--- src/rtl/demux_stream_1ton_if.sv ---
// Stream bundle between one ingress producer and the per-channel consumers of demux_stream_1ton.
// master: drives the ingress beat and the per-channel out_ready. slave: the demux side.
interface demux_stream_1ton_if #(
    parameter int DW   = 8,
    parameter int NCH  = 4,
    parameter int SELW = 2
) ();
    logic              in_valid;
    logic              in_ready;
    logic [DW-1:0]     in_data;
    logic [SELW-1:0]   in_sel;
    logic              in_last;
    logic [NCH-1:0]    out_valid;
    logic [NCH-1:0]    out_ready;
    logic [NCH*DW-1:0] out_data;
    logic [NCH-1:0]    out_last;

    modport master (
        output in_valid, in_data, in_sel, in_last, out_ready,
        input  in_ready, out_valid, out_data, out_last
    );

    modport slave (
        input  in_valid, in_data, in_sel, in_last, out_ready,
        output in_ready, out_valid, out_data, out_last
    );
endinterface

--- src/rtl/demux_stream_1ton.sv ---
// 1-to-NCH packet-locked stream demux, one output register per channel; DEMUX_STREAM_CNT_EN adds beat/drop counters.
// Latency: an accepted beat is visible on its channel one cycle later.
// Backpressure: in_ready follows only the destination channel register; bad-select/dropped beats are always accepted.
module demux_stream_1ton #(
    parameter int DW   = 8,
    parameter int NCH  = 4,
    parameter int SELW = 2
) (
    input  logic               clk,
    input  logic               rst_n,
    demux_stream_1ton_if.slave s,
    output logic               err_sel
`ifdef DEMUX_STREAM_CNT_EN
    ,
    output logic [NCH*16-1:0]  beat_cnt,
    output logic [15:0]        drop_cnt
`endif
);

    typedef enum logic [1:0] {IDLE, LOCK, DROP} state_t;

    state_t          state;
    logic [SELW-1:0] sel_q;
    logic [SELW-1:0] act_sel;
    logic            dst_ok;
    logic            dst_free;
    logic            acc;
    logic [NCH-1:0]  load;
    logic [NCH-1:0]  vld;

    always_comb begin
        act_sel  = (state == LOCK) ? sel_q : s.in_sel;
        dst_ok   = (state != DROP) && (int'(act_sel) < NCH);
        dst_free = 1'b0;
        for (int k = 0; k < NCH; k++) begin
            if (act_sel == SELW'(k)) dst_free = ~vld[k] | s.out_ready[k];
        end
    end

    assign s.in_ready = dst_ok ? dst_free : 1'b1;
    assign acc        = s.in_valid & s.in_ready;

    always_comb begin
        load = '0;
        for (int k = 0; k < NCH; k++) begin
            load[k] = acc & dst_ok & (act_sel == SELW'(k));
        end
    end

    assign s.out_valid = vld;

    for (genvar k = 0; k < NCH; k++) begin : g_ch
        logic          vld_r;
        logic          last_r;
        logic [DW-1:0] dat_r;

        // A load wins over a drain, so a back-to-back beat replaces the old one without a bubble.
        always_ff @(posedge clk or negedge rst_n) begin
            if (!rst_n) begin
                vld_r  <= 1'b0;
                last_r <= 1'b0;
                dat_r  <= '0;
            end else if (load[k]) begin
                vld_r  <= 1'b1;
                last_r <= s.in_last;
                dat_r  <= s.in_data;
            end else if (s.out_ready[k]) begin
                vld_r  <= 1'b0;
            end
        end

        assign vld[k]                 = vld_r;
        assign s.out_last[k]          = last_r;
        assign s.out_data[k*DW +: DW] = dat_r;
    end

    always_ff @(posedge clk or negedge rst_n) begin
        if (!rst_n) begin
            state   <= IDLE;
            sel_q   <= '0;
            err_sel <= 1'b0;
        end else begin
            err_sel <= 1'b0;
            if (acc) begin
                case (state)
                    IDLE: begin
                        if (dst_ok) begin
                            if (!s.in_last) begin
                                sel_q <= s.in_sel;
                                state <= LOCK;
                            end
                        end else begin
                            err_sel <= 1'b1;
                            if (!s.in_last) state <= DROP;
                        end
                    end
                    LOCK, DROP: begin
                        if (s.in_last) state <= IDLE;
                    end
                    default: state <= IDLE;
                endcase
            end
        end
    end

`ifdef DEMUX_STREAM_CNT_EN
    logic discard;
    assign discard = acc & ~dst_ok;

    for (genvar k = 0; k < NCH; k++) begin : g_cnt
        logic [15:0] cnt_r;
        always_ff @(posedge clk or negedge rst_n) begin
            if (!rst_n)                          cnt_r <= '0;
            else if (vld[k] & s.out_ready[k])   cnt_r <= cnt_r + 16'd1;
        end
        assign beat_cnt[k*16 +: 16] = cnt_r;
    end

    always_ff @(posedge clk or negedge rst_n) begin
        if (!rst_n)       drop_cnt <= '0;
        else if (discard) drop_cnt <= drop_cnt + 16'd1;
    end
`endif

endmodule

--- src/flat_wrapper.sv ---
// flat-port wrapper written by rule: the top's interface ports become plain ports
module demux_stream_1ton_flat 
#(
    parameter int DW   = 8,
    parameter int NCH  = 4,
    parameter int SELW = 2
)
  (clk, rst_n, err_sel, s_in_valid, s_in_data, s_in_sel, s_in_last, s_out_ready, s_in_ready, s_out_valid, s_out_data, s_out_last);
  demux_stream_1ton_if #(.DW(DW), .NCH(NCH), .SELW(SELW)) s_i ();
  input  logic clk;
  input  logic rst_n;
  output logic err_sel;
  input wire logic [$bits(s_i.in_valid)-1:0] s_in_valid;
  input wire logic [$bits(s_i.in_data)-1:0] s_in_data;
  input wire logic [$bits(s_i.in_sel)-1:0] s_in_sel;
  input wire logic [$bits(s_i.in_last)-1:0] s_in_last;
  input wire logic [$bits(s_i.out_ready)-1:0] s_out_ready;
  output wire logic [$bits(s_i.in_ready)-1:0] s_in_ready;
  output wire logic [$bits(s_i.out_valid)-1:0] s_out_valid;
  output wire logic [$bits(s_i.out_data)-1:0] s_out_data;
  output wire logic [$bits(s_i.out_last)-1:0] s_out_last;
  assign s_i.in_valid = s_in_valid;
  assign s_i.in_data = s_in_data;
  assign s_i.in_sel = s_in_sel;
  assign s_i.in_last = s_in_last;
  assign s_i.out_ready = s_out_ready;
  assign s_in_ready = s_i.in_ready;
  assign s_out_valid = s_i.out_valid;
  assign s_out_data = s_i.out_data;
  assign s_out_last = s_i.out_last;
  demux_stream_1ton #(.DW(DW), .NCH(NCH), .SELW(SELW)) u_core (.clk(clk), .rst_n(rst_n), .s(s_i), .err_sel(err_sel));
endmodule
--- config.mk ---
export PLATFORM = sky130hd
export DESIGN_NAME = demux_stream_1ton_flat
export DESIGN_NICKNAME = d
export VERILOG_FILES = /design/src/rtl/demux_stream_1ton_if.sv /design/src/rtl/demux_stream_1ton.sv /design/src/flat_wrapper.sv
export SDC_FILE = /design/constraint.sdc
export NUM_CORES = 1
export LEC_CHECK = 0
export ABC_AREA = 1
export BUFFER_PORTS_ARGS = -buffer_cell sky130_fd_sc_hd__buf_4
export CAP_MARGIN = 20
export CORE_MARGIN = 1
export CORE_UTILIZATION = 55
export CTS_CLUSTER_DIAMETER = 30
export DETAILED_ROUTE_END_ITERATION = 7
export GPL_ROUTABILITY_DRIVEN = 0
export PLACE_DENSITY_LB_ADDON = 0.05
export SLEW_MARGIN = 40
export SYNTH_ARGS = -nofsm -noshare
export SYNTH_HDL_FRONTEND = slang
export SYNTH_SLANG_ARGS = --single-unit
--- constraint.sdc ---
create_clock -name clk -period 3 [get_ports clk]
set_input_delay 0.6 -clock clk [delete_from_list [all_inputs] [get_ports clk]]
set_output_delay 0.6 -clock clk [all_outputs]
set_load 0.02 [all_outputs]
==> metrics.yaml, run 1 <==
unrepaired_setup_endpoints_after_global_routing: "no"
clk_pin_slew_ns: 0.08
design.portCount: 60
h_tree_lvls: 2
postCtsSetupRepairBufs: 0
number_of_antenna_violations_at_the_first_check_in_global_routing: 0
yosys.area_share.simple_pct: 39.7
post_synth_num_cell_types: 21
synthesis.nets: 266
final-max-slew-violation-count: 0
insertedDiodeCount: 0
cellInternalPower_mw: 1.67
floorplan.die.height_um: 66.6
fin_skew_ns: 0.00772
cts_max_path_buffers: 2
grt_remaining_overflow: 0
setup_tns_ns: 0
port_buffer_count: 59
detailed_route_iter0_violations: 141
place_hpwl_um: 3480
yosys_register_bits: 45
clkSinkCount: 45
power-per-cell-area_nw_per_um2: 1130
synth_ff_type: "sky130_fd_sc_hd__dfrtp_1"
post_synth_mux_area_share_pct: 0.437
grt_first_pass_wirelength_um: 8200
die_w_um: 66.6
clk_latency_ns: 0.29
maxCapViolCount: 0
drt_pass1_iterations: 4
report.final.setup_viol: 0
clock.fmax_mhz: 403
post-route-min-period_ns: 2.48
post_synth.cell_area_avg_um2: 9.36
pin_count_of_the_biggest_net_entering_global_routing: 46
routed_via_density: 5.32
timing.max_slew.rel_slack_pct: 63.2
cts_buffers: 5
initial_core_util_pct: 57.3
slew_of_the_pin_with_the_lowest_slew_margin_ns: 0.552
classification_of_the_worst_setup_path: "reg2out"
worst-path-max-fanout: 5
clockPowerShare_pct: 11.5
quantity_of_hold_fixing_buffers_added_after_cts: 0
grt_pass1_vias: 1743
die_area_um2: 4430
synth-adder-area-share_pct: 1.64
synth_top_family_by_area: "simple AND/OR/NAND/NOR gates"
final_nets: 316
sequentialPowerShare_pct: 32.7
ys_async_sr_fraction_pct: 100
yosysTopAreaCell: "sky130_fd_sc_hd__dfrtp_1"
synthXorXnorAreaFrac_pct: 0
outcome: "completed"
worst_ep_required_time_ns: 2.40
share_of_the_cycle_needed_by_the_critical_path_after_routing_pct: 82.6
yosys.area.top_type_share_pct: 49.1
detail_route.wirelength_um: 4940
hold_path_class: "in2async"
core_ar_um2: 4000
critPathLaunchType: "flip-flop"
synth-compound-area-share_pct: 0
postCtsResizedCells: 0
power.total_mw: 3.10
grt.total_usage_pct: 24.9
detail_route.wl_per_cell_um: 14.3
synth.area.top_cells: "sky130_fd_sc_hd__dfrtp_1 49%, sky130_fd_sc_hd__nand2_1 16%, sky130_fd_sc_hd__nand4_1 11%, sky130_fd_sc_hd__buf_4 2.6%, sky130_fd_sc_hd__buf_8 2.6%"
core.rowCount: 23
cts_tree: "done"
synth_area_um2: 2290
remaining_number_of_nets_flagged_by_the_antenna_check_after_routing: 0
critPathCaptureType: "output port"
area_growth_syn_to_layout_pct: 19.9
peakVddDrop_mv: 0.570
comb_power_share_pct: 55.8
count_of_vias_placed_by_the_detailed_router: 1840
post_synthesis_sequential_area_ratio_pct: 49.1
synth.yosys.warnings: 0
drc: 0
hold_violations: 0
critical_path_arrival_ns: 1.88
cts.root.buffer_cell: "sky130_fd_sc_hd__clkbuf_8"
netlist_instances: 245
total_leakage_power_nw: 1.52
total_switching_power_mw: 1.43
final_layout_size_suffix_gt1_share_pct: 32.1
number_of_synthesized_flops_with_an_enable_pin: 0
power.share.switching_pct: 46.2
power by group through the flow:
| stage | clock network [mW] | logic (mW) | registers, mW |
|---|---|---|---|
| after CTS | 0.366 | 1.75 | 1.02 |
| after global placement | 0 | 1.72 | 1.02 |
| after floorplan | 0 | 1.05 | 1.24 |
| after global routing | 0.387 | 1.90 | 1.04 |
| after detailed placement | 0 | 1.74 | 1.02 |
| final | 0.357 | 1.73 | 1.01 |
cells in the final DEF (no fill, tap or decap):
cell / n
sky130_fd_sc_hd__nor2_1: 1
sky130_fd_sc_hd__nand4_4: 1
sky130_fd_sc_hd__nor2_8: 1
sky130_fd_sc_hd__clkbuf_8: 5
sky130_fd_sc_hd__nand3_4: 3
sky130_fd_sc_hd__clkbuf_1: 1
sky130_fd_sc_hd__clkinvlp_4: 2
sky130_fd_sc_hd__nand4_2: 4
sky130_fd_sc_hd__inv_2: 3
sky130_fd_sc_hd__nand3_1: 2
sky130_fd_sc_hd__ha_1: 3
sky130_fd_sc_hd__nand2_1: 95
sky130_fd_sc_hd__buf_4: 60
sky130_fd_sc_hd__nor2_4: 5
sky130_fd_sc_hd__nand2_2: 5
sky130_fd_sc_hd__dfrtp_1: 45
sky130_fd_sc_hd__mux2i_1: 1
sky130_fd_sc_hd__nand4_1: 39
sky130_fd_sc_hd__nand3_2: 2
sky130_fd_sc_hd__inv_1: 14
sky130_fd_sc_hd__nand2_4: 4
area by class of cell:
class                      count  area (um2)
clock buffer                   6        72.6
tap                           50        62.6
clock inverter                 2        15.0
inverter                      17        63.8
fill                         344        1250
multi-input combinational    166         958
sequential                    45        1130
timing repair buffer          60         450
worst max-delay path, stage by stage, from the launching register on:
cell,delay [ns]
sky130_fd_sc_hd__dfrtp_1,0.41
sky130_fd_sc_hd__inv_1,0.09
sky130_fd_sc_hd__ha_1,0.24
sky130_fd_sc_hd__inv_2,0.09
sky130_fd_sc_hd__nand2_2,0.08
sky130_fd_sc_hd__nand2_4,0.09
sky130_fd_sc_hd__nand3_4,0.11
sky130_fd_sc_hd__nand3_2,0.10
sky130_fd_sc_hd__nor2_4,0.16
sky130_fd_sc_hd__inv_1,0.06
sky130_fd_sc_hd__buf_4,0.15
path summary, 6_finish.rpt:
kind                                                     start                                  end  slack (ns)  depth (start not counted)
max                                u_core.state[1]$_DFFE_PN0P_                           s_in_ready        0.52                         10
min reg2reg                u_core.g_ch[2].dat_r[2]$_DFFE_PN0P_  u_core.g_ch[2].dat_r[2]$_DFFE_PN0P_        0.48                          2
min in group clk           u_core.g_ch[2].dat_r[2]$_DFFE_PN0P_  u_core.g_ch[2].dat_r[2]$_DFFE_PN0P_        0.48                          2
min                                                      rst_n  u_core.g_ch[3].dat_r[5]$_DFFE_PN0P_        0.29                          1
max in group asynchronous                                rst_n          u_core.sel_q[0]$_DFFE_PN0P_        2.33                          1
max reg2reg                        u_core.state[1]$_DFFE_PN0P_          u_core.state[1]$_DFFE_PN0P_        0.91                         12
cell usage after synthesis (3+ instances only):
cell type                  n
sky130_fd_sc_hd__nand2_4   4
sky130_fd_sc_hd__inv_2     3
sky130_fd_sc_hd__nand2_2   5
sky130_fd_sc_hd__ha_1      3
sky130_fd_sc_hd__nand2_1  95
sky130_fd_sc_hd__nand3_4   3
sky130_fd_sc_hd__nand4_2   4
sky130_fd_sc_hd__buf_2     4
sky130_fd_sc_hd__nand4_1  39
sky130_fd_sc_hd__inv_1    14
sky130_fd_sc_hd__buf_8     4
sky130_fd_sc_hd__nor2_4    5
sky130_fd_sc_hd__dfrtp_1  45
sky130_fd_sc_hd__buf_4     8
logic make-up after synthesis:
logic type / Yosys count
adder cells (fa/ha/maj): 3
flip-flops: 45
buffers and inverters: 34
AND/OR/NAND/NOR: 162
multiplexers: 1
state kept, by name (all words and copies together), names as in the netlist:
signal and cells:
u_core.sel_q 2, u_core.g_ch.vld_r 4, u_core.g_ch.dat_r 32, u_core.err_sel 1, u_core.state 2, u_core.g_ch.last_r 4
routing by layer:
metal | GRT usage, % | vias up | part of all wire (%)
li1 | - | 908 | -
met1 | 33.6 | 867 | 45
met2 | 41.3 | 58 | 49
met3 | 4.11 | 7 | 5.0
met4 | 6.38 | 0 | 1.1
met5 | 0 | - | 0
per-stage QoR:
stage / worst slack (ns) / area, um2 / hold WS [ns] / instances / utilization, %
global placement: 0.895 / 2660 / 0.464 / 338 / 66.5
floorplan: 1.03 / 2290 / 0.304 / 245 / -
global route: 0.381 / 2750 / 0.336 / 346 / 68.7
CTS: 0.501 / 2750 / 0.308 / 346 / 68.7
finish: 0.521 / 2750 / 0.293 / 346 / 68.7
detailed placement: 0.825 / 2660 / 0.467 / 338 / 66.5
(Power assumes the default switching activity.)
==> run 2: changes to the inputs <==
Settings changed: ABC_AREA 1 to 0, CORE_UTILIZATION 55 to 46.
Clock period 3 ns to 2.2 ns, I/O delays scaled along.
==> metrics.yaml, run 2 <==
fin_skew_ns: 0.00298  # was 0.00772 ns
grt_first_pass_wirelength_um: 6700  # was 8200 um
die_area_um2: 4570  # was 4430 um2
cts_buffers: 5  # unchanged
power.total_mw: 4.42  # was 3.10 mW
worst_ep_required_time_ns: 1.76  # was 2.40 ns
setup_tns_ns: -0.0384  # was 0 ns
routed_via_density: 5.19  # was 5.32
outcome: "finished, violations left"  # was completed
yosys.cell_count.top_type: "sky130_fd_sc_hd__dfrtp_1"  # was sky130_fd_sc_hd__nand2_1
yosys.area.top_type_share_pct: 56.9  # was 49.1%
count_of_vias_placed_by_the_detailed_router: 1391  # was 1840
die_w_um: 67.6  # was 66.6 um
regMostFlops: "u_core.g_ch.dat_r"  # unchanged
most_common_cell_after_layout_fill_and_taps_aside: "sky130_fd_sc_hd__buf_4"  # was sky130_fd_sc_hd__nand2_1
synth.yosys.warnings: 0  # unchanged
share_of_the_cycle_needed_by_the_critical_path_after_routing_pct: 102
h_tree_lvls: 2  # unchanged
detailed_route_iter0_violations: 83  # was 141
total_leakage_power_nw: 1.32  # was 1.52 nW
yosys_register_bits: 45  # unchanged
drc: 0  # unchanged
yosysTopAreaCell: "sky130_fd_sc_hd__dfrtp_1"  # unchanged
critPathLaunchType: "flip-flop"  # unchanged
insertedDiodeCount: 0  # unchanged
post_synthesis_sequential_area_ratio_pct: 56.9  # was 49.1%
timing.max_slew.rel_slack_pct: 62.5  # was 63.2%
report.final.setup_viol: 1  # was 0
top_layer: "met4"  # unchanged
number_of_synthesized_flops_with_an_enable_pin: 0  # unchanged
classification_of_the_worst_setup_path: "reg2out"  # unchanged
remaining_number_of_nets_flagged_by_the_antenna_check_after_routing: 0  # unchanged
design.portCount: 60  # unchanged
netlist_instances: 140  # was 245
hold_violations: 0  # unchanged
place_hpwl_um: 3010  # was 3480 um
unrepaired_setup_endpoints_after_global_routing: "yes"  # was no
critical_path_arrival_ns: 1.80  # was 1.88 ns
clkSinkCount: 45  # unchanged
violated_checks: "setup timing"
critPathMaxStageDelay_ns: 0.40  # was 0.41 ns
post_synth.cell_area_avg_um2: 14.1  # was 9.36 um2
clk_latency_ns: 0.29  # about the same
final-max-slew-violation-count: 0  # unchanged
timing.critical_path.cells: "inv_2 > ha_4 > nand2b_4 > o22ai_4 > a221oi_4 > nand2_4 > buf_6"  # was inv_1 > ha_1 > inv_2 > nand2_2 > nand2_4 > nand3_4 > nand3_2 > nor2_4 > inv_1 > buf_4
core_ar_um2: 4060  # was 4000 um2
crit_slowest_cell: "sky130_fd_sc_hd__dfrtp_1"  # unchanged
postLayoutSetupSlackWorst_ns: -0.0384  # was 0.521 ns
met2_length_um: 2280  # was 2400 um
area_growth_syn_to_layout_pct: 42.9  # was 19.9%
biggestRegsByFlops: "u_core.g_ch.dat_r: 32 flops, u_core.g_ch.last_r: 4 flops, u_core.g_ch.vld_r: 4 flops"  # unchanged
power-per-cell-area_nw_per_um2: 1560  # was 1130 nW/um2
post_synth_num_cell_types: 26  # was 21
floorplan.die.height_um: 67.6  # was 66.6 um
grt.total_usage_pct: 20.3  # was 24.9%
final_cell_mix: "73 x sky130_fd_sc_hd__buf_4, 45 x sky130_fd_sc_hd__dfrtp_1, 38 x sky130_fd_sc_hd__mux2_2, 8 x sky130_fd_sc_hd__nand2_1"  # was 95 x sky130_fd_sc_hd__nand2_1, 60 x sky130_fd_sc_hd__buf_4, 45 x sky130_fd_sc_hd__dfrtp_1, 39 x sky130_fd_sc_hd__nand4_1, 14 x sky130_fd_sc_hd__inv_1
ys_async_sr_fraction_pct: 100  # unchanged
number_of_antenna_violations_at_the_first_check_in_global_routing: 0  # unchanged
cts_tree: "done"  # unchanged
synth_top_cells_by_count: "45 x sky130_fd_sc_hd__dfrtp_1, 38 x sky130_fd_sc_hd__mux2_2, 9 x sky130_fd_sc_hd__nand2_1, 8 x sky130_fd_sc_hd__buf_4, 5 x sky130_fd_sc_hd__nand2b_1"  # was 95 x sky130_fd_sc_hd__nand2_1, 45 x sky130_fd_sc_hd__dfrtp_1, 39 x sky130_fd_sc_hd__nand4_1, 14 x sky130_fd_sc_hd__inv_1, 8 x sky130_fd_sc_hd__buf_4
pin_count_of_the_biggest_net_entering_global_routing: 46  # unchanged
grt_pass1_vias: 1405  # was 1743
finalCoreUtilization_pct: 69.7  # was 68.7%
slew_of_the_pin_with_the_lowest_slew_margin_ns: 0.562  # was 0.552 ns
port_buffer_count: 59  # unchanged
worstPathBufferInverterCount: 2  # was 4
cts_max_path_buffers: 2  # unchanged
peakVddDrop_mv: 0.761  # was 0.570 mV
synth_ff_type: "sky130_fd_sc_hd__dfrtp_1"  # unchanged
detail_route.wl_per_cell_um: 16.2  # was 14.3 um
maxCapViolCount: 0  # unchanged
clock.fmax_mhz: 447
clk_pin_slew_ns: 0.08  # about the same
synthesis.nets: 161  # was 266
critPathCaptureType: "output port"  # unchanged
grt_remaining_overflow: 0  # unchanged
met3RoutedLength_um: 127  # was 246 um
worst-path-max-fanout: 7  # was 5
drt_pass1_iterations: 6  # was 4
flip_flop_count_of_the_largest_register_after_layout: 32  # unchanged
hold_path_class: "in2async"  # unchanged
synth.area.top_cells: "sky130_fd_sc_hd__dfrtp_1 57%, sky130_fd_sc_hd__mux2_2 22%, sky130_fd_sc_hd__a21oi_4 3.3%, sky130_fd_sc_hd__buf_4 3.0%, sky130_fd_sc_hd__ha_1 1.9%"  # was sky130_fd_sc_hd__dfrtp_1 49%, sky130_fd_sc_hd__nand2_1 16%, sky130_fd_sc_hd__nand4_1 11%, sky130_fd_sc_hd__buf_4 2.6%, sky130_fd_sc_hd__buf_8 2.6%
final_layout_size_suffix_gt1_share_pct: 65.1  # was 32.1%
detail_route.wirelength_um: 4350  # was 4940 um
pre_cts_slack_ns: -0.0696  # was 0.825 ns
synth_area_um2: 1980  # was 2290 um2
crit_family: "compound AO/OA/AOI/OAI gates"  # was simple AND/OR/NAND/NOR gates
final_nets: 238  # was 316
core.rowCount: 23  # unchanged
initial_core_util_pct: 48.8  # was 57.3%
post-route-min-period_ns: 2.24
wirelength_met1_um: 1900  # was 2240 um
cts.root.buffer_cell: "sky130_fd_sc_hd__clkbuf_8"  # unchanged
run 2: cell types whose count changed after synthesis, moves of 5 or more:
cell / change
sky130_fd_sc_hd__nand2_1: -86
sky130_fd_sc_hd__nand4_1: -39
sky130_fd_sc_hd__mux2_2: +38
sky130_fd_sc_hd__inv_1: -10
sky130_fd_sc_hd__nand2_2: -5
sky130_fd_sc_hd__nand2b_1: +5
sky130_fd_sc_hd__nor2_4: -5
run 2: repair_timing:
action | CTS | global route
resized for setup | 13 | 10
setup buffers | 4 | 4
pin swaps | 4 | 4
setup endpoints to repair | 39 | 39
hold buffers | 0 | 0
gates cloned | 0 | 1
run 2: worst reg2reg max path: stages, from the launching register on:
cell and delay [ns]:
sky130_fd_sc_hd__dfrtp_1 0.40, sky130_fd_sc_hd__buf_4 0.14, sky130_fd_sc_hd__buf_4 0.13, sky130_fd_sc_hd__ha_1 0.24, sky130_fd_sc_hd__nor2b_2 0.20, sky130_fd_sc_hd__buf_4 0.16
sky130_fd_sc_hd__nand2_1 0.10, sky130_fd_sc_hd__a21oi_4 0.19, sky130_fd_sc_hd__clkbuf_16 0.18, sky130_fd_sc_hd__mux2_2 0.32
run 2: logic make-up (layout without fill, tap and decap cells):
| kind of cell | Yosys count | in the layout | share of synthesized area (%) |
|---|---|---|---|
| buf+inv | 12 | 90 | 3.79 |
| simple gates | 23 | 23 | 6.07 |
| flops | 45 | 45 | 56.9 |
| mux | 39 | 39 | 22.1 |
| compound gates | 18 | 18 | 9.17 |
| fa+ha+maj | 3 | 3 | 1.90 |
run 2: area by class of cell:
type / count / area, um2
timing repair buffer: 78 / 639
multi-input combinational: 83 / 865
sequential: 45 / 1130
fill: 294 / 1230
tap: 50 / 62.6
inverter: 4 / 15.0
clock buffer: 6 / 82.6
clock inverter: 2 / 37.5
run 2: path summary, 6_finish.rpt:
path	start	endpoint	slack [ns]	depth (start not counted)
min in group clk	s_in_data[6]	u_core.g_ch[1].dat_r[6]$_DFFE_PN0P_	0.40	2
hold / removal	rst_n	u_core.sel_q[0]$_DFFE_PN0P_	0.15	1
setup / recovery	u_core.state[1]$_DFFE_PN0P_	s_in_ready	-0.04	7
hold reg to reg	u_core.g_ch[2].dat_r[1]$_DFFE_PN0P_	u_core.g_ch[2].dat_r[1]$_DFFE_PN0P_	0.52	1
setup reg to reg	u_core.state[1]$_DFFE_PN0P_	u_core.g_ch[1].dat_r[2]$_DFFE_PN0P_	0.03	9
max in group asynchronous	rst_n	u_core.g_ch[2].dat_r[1]$_DFFE_PN0P_	1.68	1
run 2: stage by stage:
step	std cells	cell area, um2	hold WS [ns]
after floorplan	140	1980	0.144
after global routing	268	2830	0.174
final	268	2830	0.146
after CTS	264	2750	0.158
after global placement	252	2530	0.461
after detailed placement	252	2530	0.476
run 2: where the power goes:
part / switching (mW) / internal [mW]
clock network: 0.272 / 0.369
registers: 0.254 / 1.22
logic: 1.14 / 1.16
total: 1.66 / 2.75
run 2: routing by layer:
metal	global-route usage (%)	vias up
met5	0	-
met4	8.51	0
met3	4.05	4
met2	34.5	33
met1	24.7	711
li1	-	643
==> run 3: changes to the inputs <==
Settings changed: PLACE_DENSITY set to 0.73, PLACE_DENSITY_LB_ADDON 0.05 to not set.
==> metrics.yaml, run 3 (same netlist as run 2, synthesis figures left out) <==
die_area_um2: 4570  # unchanged
critPathLaunchType: "flip-flop"  # unchanged
share_of_the_cycle_needed_by_the_critical_path_after_routing_pct: 100  # was 102%
report.final.setup_viol: 6  # was 1
critPathMaxStageDelay_ns: 0.37  # was 0.40 ns
violated_checks: "setup timing"  # unchanged
floorplan.die.height_um: 67.6  # unchanged
worst-path-max-fanout: 7  # unchanged
grt_remaining_overflow: 0  # unchanged
area_growth_syn_to_layout_pct: 45.9  # was 42.9%
insertedDiodeCount: 0  # unchanged
clk_latency_ns: 0.30  # was 0.29 ns
pin_count_of_the_biggest_net_entering_global_routing: 46  # unchanged
power-per-cell-area_nw_per_um2: 1610  # was 1560 nW/um2
detail_route.wl_per_cell_um: 17.0  # was 16.2 um
final-max-slew-violation-count: 0  # unchanged
fin_skew_ns: 0.00835  # was 0.00298 ns
biggestRegsByFlops: "u_core.g_ch.dat_r: 32 flops, u_core.g_ch.last_r: 4 flops, u_core.g_ch.vld_r: 4 flops"  # unchanged
hold_violations: 0  # unchanged
quantity_of_hold_fixing_buffers_added_after_cts: 0  # unchanged
drt_pass1_iterations: 4  # was 6
clkSinkCount: 45  # unchanged
routed_via_density: 5.32  # was 5.19
post-route-min-period_ns: 2.21  # was 2.24 ns
classification_of_the_worst_setup_path: "reg2out"  # unchanged
regMostFlops: "u_core.g_ch.dat_r"  # unchanged
cts_buffers: 5  # unchanged
slew_of_the_pin_with_the_lowest_slew_margin_ns: 0.550  # was 0.562 ns
number_of_antenna_violations_at_the_first_check_in_global_routing: 0  # unchanged
worst_r2r_path_depth: 10  # was 9
grt.total_usage_pct: 21.3  # was 20.3%
postLayoutSetupSlackWorst_ns: -0.0107  # was -0.0384 ns
final_cells: 268  # unchanged
power.total_mw: 4.63  # was 4.42 mW
grt_first_pass_wirelength_um: 6910  # was 6700 um
peakVddDrop_mv: 0.928  # was 0.761 mV
critical_path_arrival_ns: 1.77  # was 1.80 ns
grt_pass1_vias: 1437  # was 1405
core.rowCount: 23  # unchanged
hold_path_class: "in2async"  # unchanged
drc: 0  # unchanged
h_tree_lvls: 2  # unchanged
finalCoreUtilization_pct: 71.1  # was 69.7%
timing.critical_path.cells: "inv_2 > ha_4 > nor3b_4 > o21a_1 > a221oi_4 > nand2_4 > buf_6"  # was inv_2 > ha_4 > nand2b_4 > o22ai_4 > a221oi_4 > nand2_4 > buf_6
detailed_route_iter0_violations: 46  # was 83
core_ar_um2: 4060  # unchanged
final_cell_mix: "70 x sky130_fd_sc_hd__buf_4, 45 x sky130_fd_sc_hd__dfrtp_1, 21 x sky130_fd_sc_hd__mux2_4, 17 x sky130_fd_sc_hd__mux2_2"  # was 73 x sky130_fd_sc_hd__buf_4, 45 x sky130_fd_sc_hd__dfrtp_1, 38 x sky130_fd_sc_hd__mux2_2, 8 x sky130_fd_sc_hd__nand2_1
remaining_number_of_nets_flagged_by_the_antenna_check_after_routing: 0  # unchanged
fillCellCount: 272  # was 294
count_of_vias_placed_by_the_detailed_router: 1427  # was 1391
critPathCaptureType: "output port"  # unchanged
cts_max_path_buffers: 2  # unchanged
design.portCount: 60  # unchanged
clock.fmax_mhz: 452  # was 447 MHz
most_common_cell_after_layout_fill_and_taps_aside: "sky130_fd_sc_hd__buf_4"  # unchanged
port_buffer_count: 59  # unchanged
final_nets: 238  # unchanged
placed_cells: 247  # was 252
unrepaired_setup_endpoints_after_global_routing: "yes"  # unchanged
place_hpwl_um: 2910  # was 3010 um
flip_flop_count_of_the_largest_register_after_layout: 32  # unchanged
worst_r2r_startpoint: "u_core.state[1]$_DFFE_PN0P_"  # unchanged
cts.root.buffer_cell: "sky130_fd_sc_hd__clkbuf_8"  # unchanged
clk_pin_slew_ns: 0.09  # was 0.08 ns
worst_r2r_endpoint: "u_core.g_ch[1].dat_r[1]$_DFFE_PN0P_"  # was u_core.g_ch[1].dat_r[2]$_DFFE_PN0P_
cts_tree: "done"  # unchanged
timing.max_slew.rel_slack_pct: 63.4  # was 62.5%
pre_cts_slack_ns: -0.174  # was -0.0696 ns
total_leakage_power_nw: 1.38  # was 1.32 nW
crit_slowest_cell: "sky130_fd_sc_hd__dfrtp_1"  # unchanged
worst-r2r-setup-slack_ns: -0.01  # was 0.03 ns
initial_core_util_pct: 48.8  # unchanged
final_layout_size_suffix_gt1_share_pct: 63.8  # was 65.1%
outcome: "finished, violations left"  # unchanged
worst_ep_required_time_ns: 1.76  # about the same
detail_route.wirelength_um: 4550  # was 4350 um
maxCapViolCount: 0  # unchanged
die_w_um: 67.6  # unchanged
-- run 3: changes by cell type in the layout (fill, tap and decap cells not counted), moves of 2 or more --
cell | previous run | this run
sky130_fd_sc_hd__buf_12 | 2 | 0
sky130_fd_sc_hd__buf_4 | 73 | 70
sky130_fd_sc_hd__buf_6 | 1 | 8
sky130_fd_sc_hd__mux2_2 | 38 | 17
sky130_fd_sc_hd__mux2_4 | 0 | 21
-- run 3: critical path: cells and delay by family (launching register included) --
kind	cells	cell delay, ns
flip-flops	1	0.37
adder cells (fa/ha/maj)	1	0.18
buffers and inverters	2	0.19
AO/OA/AOI/OAI	2	0.49
AND/OR/NAND/NOR	2	0.24
-- run 3: worst max path at each step --
stage                                 from                                  end  slack (ns)  depth (start not counted)
2_1_floorplan  u_core.state[1]$_DFFE_PN0P_                           s_in_ready       0.009                          6
5_1_grt        u_core.state[1]$_DFFE_PN0P_                           s_in_ready       -0.07                          7
3_5_place_dp   u_core.state[0]$_DFFE_PN0P_    u_core.g_ch[0].last_r$_DFFE_PN0P_       -0.17                          7
3_3_place_gp   u_core.state[1]$_DFFE_PN0P_  u_core.g_ch[1].dat_r[2]$_DFFE_PN0P_       -0.08                          8
4_1_cts        u_core.state[1]$_DFFE_PN0P_                           s_in_ready       -0.09                          8
6_report       u_core.state[1]$_DFFE_PN0P_                           s_in_ready       -0.01                          7
-- run 3: repair_timing --
action                     in CTS  in global routing
cloned                          0                  0
gates resized for setup        10                 34
buffers inserted               12                  2
setup endpoints to repair      39                 39
pin swaps                       7                  5
-- run 3: area by class of cell --
| type | count | area [um2] | area share [%] |
|---|---|---|---|
| Tap cell | 50 | 62.6 | 2.17 |
| Clock buffer | 5 | 68.8 | 2.38 |
| Inverter | 4 | 15.0 | 0.520 |
| Multi-Input combinational cell | 83 | 933 | 32.3 |
| Sequential cell | 45 | 1130 | 39.0 |
| Clock inverter | 3 | 65.1 | 2.25 |
| Timing Repair Buffer | 78 | 616 | 21.3 |
-- run 3: layer usage --
layer  wire [um]  vias up  global-route usage, %
li1            -      644                      -
met1        2000      728                   26.9
met2        2210       49                   33.4
met3         266        6                   6.76
met4          64        0                   8.78
met5           0        -                      0
-- run 3: power by group --
part           switching, mW  internal, mW
Clock                  0.274         0.451
Sequential             0.261          1.22
Combinational           1.17          1.26
Total                   1.70          2.93
-- run 3: per-stage QoR --
step           hold WS, ns  instance area (um2)  setup TNS, ns
6_report             0.124                 2890        -0.0355
3_5_place_dp         0.473                 2480          -5.07
2_1_floorplan        0.144                 1980              0
5_1_grt              0.160                 2890          -1.21
3_3_place_gp         0.464                 2480          -1.99
4_1_cts              0.139                 2750         -0.159
